### config.mk
export PLATFORM = sky130hd
export DESIGN_NAME = peripheral_responder_apb4
export DESIGN_NICKNAME = d
export VERILOG_FILES = /design/src/rtl/peripheral_responder_apb4_pkg.sv /design/src/rtl/peripheral_regbank_apb4.sv /design/src/rtl/peripheral_responder_apb4.sv
export SDC_FILE = /design/constraint.sdc
export NUM_CORES = 1
export LEC_CHECK = 0
export CAP_MARGIN = 20
export CORE_MARGIN = 1
export CORE_UTILIZATION = 46
export DETAILED_ROUTE_END_ITERATION = 10
export PLACE_DENSITY_LB_ADDON = 0.1
export SLEW_MARGIN = 20
export SYNTH_ARGS = -nofsm -noshare
export SYNTH_HDL_FRONTEND = slang
export SYNTH_SLANG_ARGS = --single-unit
export TNS_END_PERCENT = 20
### constraint.sdc
create_clock -name PCLK -period 7.3 [get_ports PCLK]
set_input_delay 1.46 -clock PCLK [delete_from_list [all_inputs] [get_ports PCLK]]
set_output_delay 1.46 -clock PCLK [all_outputs]
set_load 0.03 [all_outputs]
### src/rtl/peripheral_responder_apb4_pkg.sv
// Shared types and defaults for the APB4 responder model and its register bank.
package peripheral_apb4_responder_pkg;

  typedef enum logic {
    IDLE   = 1'b0,
    ACCESS = 1'b1
  } state_t;

  localparam int DEF_PADDR_SIZE  = 4;
  localparam int DEF_PDATA_SIZE  = 8;
  localparam int DEF_NUM_REGS    = 12;
  localparam int DEF_RESET_VALUE = 0;
  localparam int DEF_CNT_SIZE    = 16;

  function automatic int lane_count(input int data_w);
    return data_w / 8;
  endfunction

endpackage

### src/rtl/peripheral_regbank_apb4.sv
// Byte-strobed register bank with one write port and one asynchronous read port.
module peripheral_regbank_apb4
  import peripheral_apb4_responder_pkg::*;
#(
  parameter int                      PDATA_SIZE  = DEF_PDATA_SIZE,
  parameter int                      NUM_REGS    = DEF_NUM_REGS,
  parameter int                      IDX_W       = 4,
  parameter logic [PDATA_SIZE-1:0]   RESET_VALUE = '0
) (
  input  logic                              clk,
  input  logic                              rst_n,
  input  logic                              we,
  input  logic [IDX_W-1:0]                  wr_idx,
  input  logic [lane_count(PDATA_SIZE)-1:0] wr_strb,
  input  logic [PDATA_SIZE-1:0]             wr_data,
  input  logic [IDX_W-1:0]                  rd_idx,
  output logic [PDATA_SIZE-1:0]             rd_data
);

  localparam int LANES = lane_count(PDATA_SIZE);

  logic [PDATA_SIZE-1:0] mem [NUM_REGS];

  always_ff @(posedge clk or negedge rst_n) begin
    if (!rst_n) begin
      for (int i = 0; i < NUM_REGS; i++) mem[i] <= RESET_VALUE;
    end else if (we) begin
      for (int b = 0; b < LANES; b++) begin
        if (wr_strb[b]) mem[wr_idx][8*b +: 8] <= wr_data[8*b +: 8];
      end
    end
  end

  // Out-of-range indices read as zero; the responder flags them as errors anyway.
  assign rd_data = (int'(rd_idx) < NUM_REGS) ? mem[rd_idx] : '0;

endmodule

### src/rtl/peripheral_responder_apb4.sv
// APB4 completer model: register bank, programmable wait states, error injection,
// protocol checker and saturating transfer statistics.
module peripheral_responder_apb4
  import peripheral_apb4_responder_pkg::*;
#(
  parameter int PADDR_SIZE  = DEF_PADDR_SIZE,
  parameter int PDATA_SIZE  = DEF_PDATA_SIZE,
  parameter int NUM_REGS    = DEF_NUM_REGS,
  parameter int RESET_VALUE = DEF_RESET_VALUE,
  parameter int CNT_SIZE    = DEF_CNT_SIZE
) (
  input  logic                              PCLK,
  input  logic                              PRESETn,
  input  logic                              PSEL,
  input  logic                              PENABLE,
  input  logic [PADDR_SIZE-1:0]             PADDR,
  input  logic                              PWRITE,
  input  logic [lane_count(PDATA_SIZE)-1:0] PSTRB,
  input  logic [PDATA_SIZE-1:0]             PWDATA,
  output logic [PDATA_SIZE-1:0]             PRDATA,
  output logic                              PREADY,
  output logic                              PSLVERR,
  input  logic [3:0]                        wait_i,
  input  logic                              err_inject_i,
  output logic                              proto_err_o,
  output logic [CNT_SIZE-1:0]               wr_cnt_o,
  output logic [CNT_SIZE-1:0]               rd_cnt_o,
  output logic [CNT_SIZE-1:0]               err_cnt_o
);

  localparam int LANES = lane_count(PDATA_SIZE);
  localparam int OFS   = $clog2(LANES);
  localparam int IDX_W = PADDR_SIZE - OFS;

  function automatic logic [CNT_SIZE-1:0] sat_inc(input logic [CNT_SIZE-1:0] v);
    return (&v) ? v : v + 1'b1;
  endfunction

  state_t                state_q, state_d;
  logic [PADDR_SIZE-1:0] addr_q;
  logic                  write_q;
  logic [LANES-1:0]      strb_q;
  logic [PDATA_SIZE-1:0] wdata_q;
  logic                  err_q;
  logic [3:0]            wcnt_q;

  logic                  setup_fire, wait_tick, complete, abort;
  logic [IDX_W-1:0]      paddr_idx, addr_idx, rd_idx;
  logic [PDATA_SIZE-1:0] rd_data;
  logic                  setup_err, violation;

  assign paddr_idx = PADDR[PADDR_SIZE-1:OFS];
  assign addr_idx  = addr_q[PADDR_SIZE-1:OFS];
  assign rd_idx    = (state_q == IDLE) ? paddr_idx : addr_idx;
  assign setup_err = err_inject_i | (int'(paddr_idx) >= NUM_REGS);

  always_comb begin
    state_d    = state_q;
    setup_fire = 1'b0;
    wait_tick  = 1'b0;
    complete   = 1'b0;
    abort      = 1'b0;
    case (state_q)
      IDLE: begin
        if (PSEL && !PENABLE) begin
          setup_fire = 1'b1;
          state_d    = ACCESS;
        end
      end
      ACCESS: begin
        if (!PSEL) begin
          abort   = 1'b1;
          state_d = IDLE;
        end else if (PENABLE && PREADY) begin
          complete = 1'b1;
          state_d  = IDLE;
        end else if (PENABLE) begin
          wait_tick = 1'b1;
        end
      end
      default: state_d = IDLE;
    endcase
  end

  // Any field moving after setup, a stray PENABLE, or a strobed read is a violation.
  always_comb begin
    violation = 1'b0;
    if (state_q == IDLE && PENABLE) violation = 1'b1;
    if (setup_fire && !PWRITE && (PSTRB != '0)) violation = 1'b1;
    if (abort) violation = 1'b1;
    if (state_q == ACCESS && PSEL &&
        (!PENABLE || PADDR != addr_q || PWRITE != write_q ||
         PSTRB != strb_q || PWDATA != wdata_q)) violation = 1'b1;
  end

  // Transfer attributes are captured at the setup edge; no reset needed.
  always_ff @(posedge PCLK) begin
    if (setup_fire) begin
      addr_q  <= PADDR;
      write_q <= PWRITE;
      strb_q  <= PSTRB;
      wdata_q <= PWDATA;
    end
  end

  always_ff @(posedge PCLK or negedge PRESETn) begin
    if (!PRESETn) begin
      state_q     <= IDLE;
      PREADY      <= 1'b0;
      PSLVERR     <= 1'b0;
      PRDATA      <= '0;
      err_q       <= 1'b0;
      wcnt_q      <= '0;
      proto_err_o <= 1'b0;
      wr_cnt_o    <= '0;
      rd_cnt_o    <= '0;
      err_cnt_o   <= '0;
    end else begin
      state_q <= state_d;
      if (violation) proto_err_o <= 1'b1;
      if (setup_fire) begin
        wcnt_q <= wait_i;
        err_q  <= setup_err;
        PREADY <= (wait_i == 4'd0);
        if (wait_i == 4'd0) begin
          PSLVERR <= setup_err;
          PRDATA  <= (!setup_err && !PWRITE) ? rd_data : '0;
        end
      end else if (wait_tick) begin
        wcnt_q <= wcnt_q - 4'd1;
        if (wcnt_q == 4'd1) begin
          PREADY  <= 1'b1;
          PSLVERR <= err_q;
          PRDATA  <= (!err_q && !write_q) ? rd_data : '0;
        end
      end else if (complete || abort) begin
        PREADY  <= 1'b0;
        PSLVERR <= 1'b0;
        PRDATA  <= '0;
        if (complete) begin
          if (err_q)        err_cnt_o <= sat_inc(err_cnt_o);
          else if (write_q) wr_cnt_o  <= sat_inc(wr_cnt_o);
          else              rd_cnt_o  <= sat_inc(rd_cnt_o);
        end
      end
    end
  end

  peripheral_regbank_apb4 #(
    .PDATA_SIZE  (PDATA_SIZE),
    .NUM_REGS    (NUM_REGS),
    .IDX_W       (IDX_W),
    .RESET_VALUE (PDATA_SIZE'(RESET_VALUE))
  ) u_regbank (
    .clk     (PCLK),
    .rst_n   (PRESETn),
    .we      (complete && write_q && !err_q),
    .wr_idx  (addr_idx),
    .wr_strb (strb_q),
    .wr_data (wdata_q),
    .rd_idx  (rd_idx),
    .rd_data (rd_data)
  );

endmodule
# Yosys cells after proc, flatten, opt, wreduce, memory -nomap -nowiden
# Index checks and enable logic that the tools add are counted.
# totals
latchBits	0
ram_bits	0
mem_bits_ro	0
output_inout_bits	59
reg_bits	175
n_memories	0
# op_classes
n_shift	0
n_addsub	4
mul	0
eq_ne	7
muxes	43
n_div	0
n_lt_le_gt_ge	5
n_reduce_logical	34
bitwise_logic	11
# op_table
operator	n
$bwmux W96	1
$mux W8	11
$add A16 B1 Y16 const B	3
$reduce_and A16 Y1	3
$bmux W8 S4	1
$demux W8 S4	1
$mux W1	25
$reduce_and A7 Y1	2
$logic_and A1 B1 Y1	12
$mux W4	3
$ge A5 B5 Y1 const B	2
$not A4 Y5	2
$ne A8 B8 Y1	1
$not A1 Y1	8
$reduce_and A6 Y1	1
$logic_not A1 Y1	5
$logic_or A1 B1 Y1	5
$lt A5 B1 Y1 const B	1
$eq A4 B1 Y1 const B	1
$ge A4 B4 Y1 const B	1
$logic_not A4 Y1	1
$lt A4 B4 Y1 const B	1
$ne A4 B4 Y1	1
$reduce_and A2 Y1	2
9 further kinds	10

# Longest topological paths before layout
# logic_depth
depth_word	10
depth_mapped	7

# By module
# From an unflattened synthesis, not the netlist that was laid out.
# unflattened
cells_unflattened	622
area_unflattened_um2	8256.7
# modules_own_cells
mod	cells_per_inst	instances	seq_area_each_um2	area_each_um2
peripheral_regbank_apb4	281	1	2402.3	4476.8
peripheral_responder_apb4	341	1	2047.0	3779.9

# Worst setup path after synthesis
# No wires, ideal clock.
# synth_path
kind	input to register
startpoint	input PENABLE
endpoint	register PRDATA[0]
arrival_ns	3.922
stages	7
setup_time_ns	0.110
required_ns	7.190
slack_ns	3.268
path_buffers	2
path_cell_list	clkbuf_1 > nor3b_1 > nand2_1 > o32ai_1 > nand2b_1 > clkbuf_1 > o41ai_1
# synth_between
elab_chain_len	7
# synth_rtl
element	line_no	text
from (decl)	peripheral_responder_apb4.sv:15	input logic PENABLE,
$logic_and A1 B1 Y1	peripheral_responder_apb4.sv:74	end else if (PENABLE && PREADY) begin
$mux W1	peripheral_responder_apb4.sv:74	
$mux W1	peripheral_responder_apb4.sv:71	if (!PSEL) begin
$mux W1	peripheral_responder_apb4.sv:63	case (state_q)
$logic_or A1 B1 Y1	peripheral_responder_apb4.sv:136	end else if (complete || abort) begin
$reduce_bool A3 Y1 (no line)	--	
$reduce_and A3 Y1 (no line)	--	
to (signal assigned)	peripheral_responder_apb4.sv:127	PRDATA <= (!setup_err && !PWRITE) ? rd_data : '0;
to (signal assigned)	peripheral_responder_apb4.sv:134	PRDATA <= (!err_q && !write_q) ? rd_data : '0;
to (decl)	peripheral_responder_apb4.sv:20	output logic [PDATA_SIZE-1:0] PRDATA,
# Several ways; a longest one is shown, not always the timed one.
# A chain may end at the register's enable or synchronous reset.

# Worst setup path after layout
# Same ends and word-level chain as after synthesis.

==> results.json <==
{
  "whs_ns": 0.475,
  "worstMarginPinSlew_ns": 1.11,
  "hold_buffers": 0,
  "clock_sinks": 175,
  "ys.flop_type": "dfrtp_1",
  "wl_per_cell_um": 19.2,
  "worstHoldPathType": "reg2reg",
  "yosysMostFrequentCell": "dfrtp_1",
  "postCtsSetupBuffers": 0,
  "p_leak_nw": 4.31,
  "start_util_pct": 47.1,
  "cap_violations": 0,
  "peakVddDrop_uv": 179,
  "cts-root-buf": "clkbuf_16",
  "synth.top_cells.by_count": "dfrtp_1 (161), nand2_1 (132), mux2_2 (94), nand3_1 (47), xnor2_1 (34)",
  "clk_latency_ns": 0.43,
  "critPathKind": "in2reg",
  "fin_crit_ns": 3.80,
  "finalCritPeriodShare_pct": 52.0,
  "syn_nets": 748,
  "dp_hpwl_um": 13100,
  "finish.instance_area_sq_um": 9770,
  "cts_htree_levels": 4,
  "numCtsBuffers": 17,
  "clock_path_buffers": 2,
  "synthCells": 720,
  "drt_iter0_markers": 407,
  "yosysUniqueCellTypes": 55,
  "rows": 48,
  "final_util_pct": 56.3,
  "synthArstFlopShare_pct": 92.0,
  "die-height_um": 135,
  "cts_resized": 0,
  "rsz0062_at_grt": "false",
  "grt_pass1_wl_um": 31600,
  "drive_gt1_share_pct": 18.3,
  "setup_viol": 0,
  "status": "completed",
  "cts_tree": "yes",
  "path_clk_slew_ns": 0.06,
  "dp.cells": 1001,
  "critPathRequiredTime_ns": 7.59,
  "setup_ws_ns": 3.50,
  "grt_use_total_pct": 23.0,
  "fin_total_pwr_mw": 2.06,
  "grt_overflow": 0,
  "powerDensity_nw_per_um2": 211,
  "core_sq_um": 17400,
  "syn_area_per_cell_sq_um": 11.4,
  "nets": 823,
  "slew_headroom_pct": 24.1,
  "syn_area_sq_um": 8180,
  "ys_seq_area_share_pct": 54.4,
  "antenna_found_initial": 1,
  "dpl_worst_slack_ns": 3.08,
  "maxSlewViolCount": 0,
  "hold_viol_final": 0,
  "die_area_sq_um": 18300,
  "viasPerCell": 5.69,
  "firstDrtPassIters": 5,
  "ys_seq_elements": 175,
  "grt_pass1_vias": 5763,
  "dpl_cell_area_sq_um": 9200,
  "yosys-top-cells-area": "dfrtp_1 (49%), mux2_2 (13%), nand2_1 (6.1%)",
  "grt_max_degree": 88,
  "vias": 5880,
  "crit_fanout": 11,
  "routed_wl_um": 19800,
  "yosysTopAreaCell": "dfrtp_1",
  "port_buffers": 81,
  "ios": 82,
  "drc": 0,
  "crit_path_end_kind": "flop",
  "netlist.area_leader.share_pct": 49.2,
  "die_w_um": 135,
  "fillers": 1456,
  "max_freq_mhz": 263,
  "yosysWarnings": 0,
  "crit_path_start_kind": "primary input",
  "final_cell_count_no_fill": 1033,
  "setup_tns_ns": 0,
  "arrival_ns": 4.09,
  "areaGrowthSynthToFinish_pct": 19.4,
  "place_congestion": 0.797,
  "fin_skew_ns": 0.0138,
  "antenna_left": 0,
  "synth-edff-count": 14
}
==> where the power goes <==
group          switching [mW]  internal, mW
clock                   0.372         0.510
combinational          0.0988        0.0532
sequential             0.0270         0.996
==> cells by family after synthesis <==
logic type | after synthesis | synth area share, %
compound gates | 60 | 5.09
xor+xnor | 59 | 6.32
fa+ha+maj | 5 | 0.765
buf+inv | 40 | 1.94
flops | 175 | 54.4
mux | 108 | 15.3
simple gates | 273 | 16.2
==> metal layers <==
| metal | track usage (%) | vias up | share of wire, % |
|---|---|---|---|
| li1 | - | 2696 | - |
| met1 | 31.7 | 2992 | 46 |
| met2 | 36.1 | 170 | 47 |
| met3 | 5.16 | 22 | 5.0 |
| met4 | 7.55 | 0 | 1.4 |
| met5 | 0 | - | 0 |
==> final timing paths <==
check	to	from	depth (start not counted)	slack [ns]
worst max-delay path	PRDATA[0]$_DFFE_PN0P_	PENABLE	7	3.50
worst min-delay path	proto_err_o$_DFFE_PN0P_	proto_err_o$_DFFE_PN0P_	1	0.47
worst max register to register	u_regbank.mem[10]$_DFFE_PN0P_	state_q$_DFF_PN0_	5	4.30
worst min register to register	proto_err_o$_DFFE_PN0P_	proto_err_o$_DFFE_PN0P_	1	0.47
max in group asynchronous	u_regbank.mem[12]$_DFFE_PN0P_	PRESETn	2	4.77
min in group asynchronous	wr_cnt_o[4]$_DFFE_PN0P_	PRESETn	1	1.05
==> critical path, cell delays in order <==
cell and delay, ns:
clkdlybuf4s50_1 0.58, nor4b_1 0.68, a22oi_1 0.13, o21bai_1 0.19
buf_4 0.19, nand2b_1 0.36, o41ai_1 0.49
==> final cells by class <==
cell class                 count  area [sq um]  share of cell area (%)
antenna                        1          2.50                  0.0256
clock buffer                  21           450                    4.61
clock inverter                10           113                    1.15
inverter                       9          33.8                   0.346
multi-input combinational    505          3580                    36.7
sequential                   175          4450                    45.5
tap                          225           282                    2.88
timing repair buffer          87           857                    8.77
==> flip-flops by register name (all words and copies together), names as in the netlist, 4 cells and up <==
name / cells
PRDATA: 8
rd_cnt_o: 16
err_cnt_o: 16
wcnt_q: 4
wdata_q: 8
addr_idx: 4
u_regbank.mem: 96
wr_cnt_o: 16
==> layout by cell type, fill, tap and decap left out, types with 3 or more instances in the layout <==
cell type | Yosys | final
a31oi_1 | 16 | 16
mux2_4 | 8 | 8
and3_1 | 11 | 11
nor4_1 | 6 | 6
nor2_1 | 20 | 20
xor2_1 | 25 | 25
mux2i_1 | 5 | 4
buf_4 | 0 | 6
mux2_2 | 94 | 94
nor3_1 | 8 | 8
edfxtp_1 | 14 | 14
clkinvlp_4 | 0 | 4
nor2_2 | 3 | 3
clkbuf_1 | 25 | 3
nand4_1 | 16 | 16
nand2b_1 | 4 | 4
nand3_1 | 47 | 47
inv_1 | 9 | 9
nor3b_1 | 5 | 4
clkbuf_16 | 0 | 17
xnor2_1 | 34 | 34
ha_1 | 5 | 5
o41ai_1 | 8 | 8
o21ai_0 | 5 | 5
dfrtp_1 | 161 | 161
a21oi_1 | 14 | 14
clkdlybuf4s50_1 | 0 | 80
nand2_1 | 132 | 132
and4_1 | 7 | 7
Note: power is estimated with default switching activity, not from simulation.
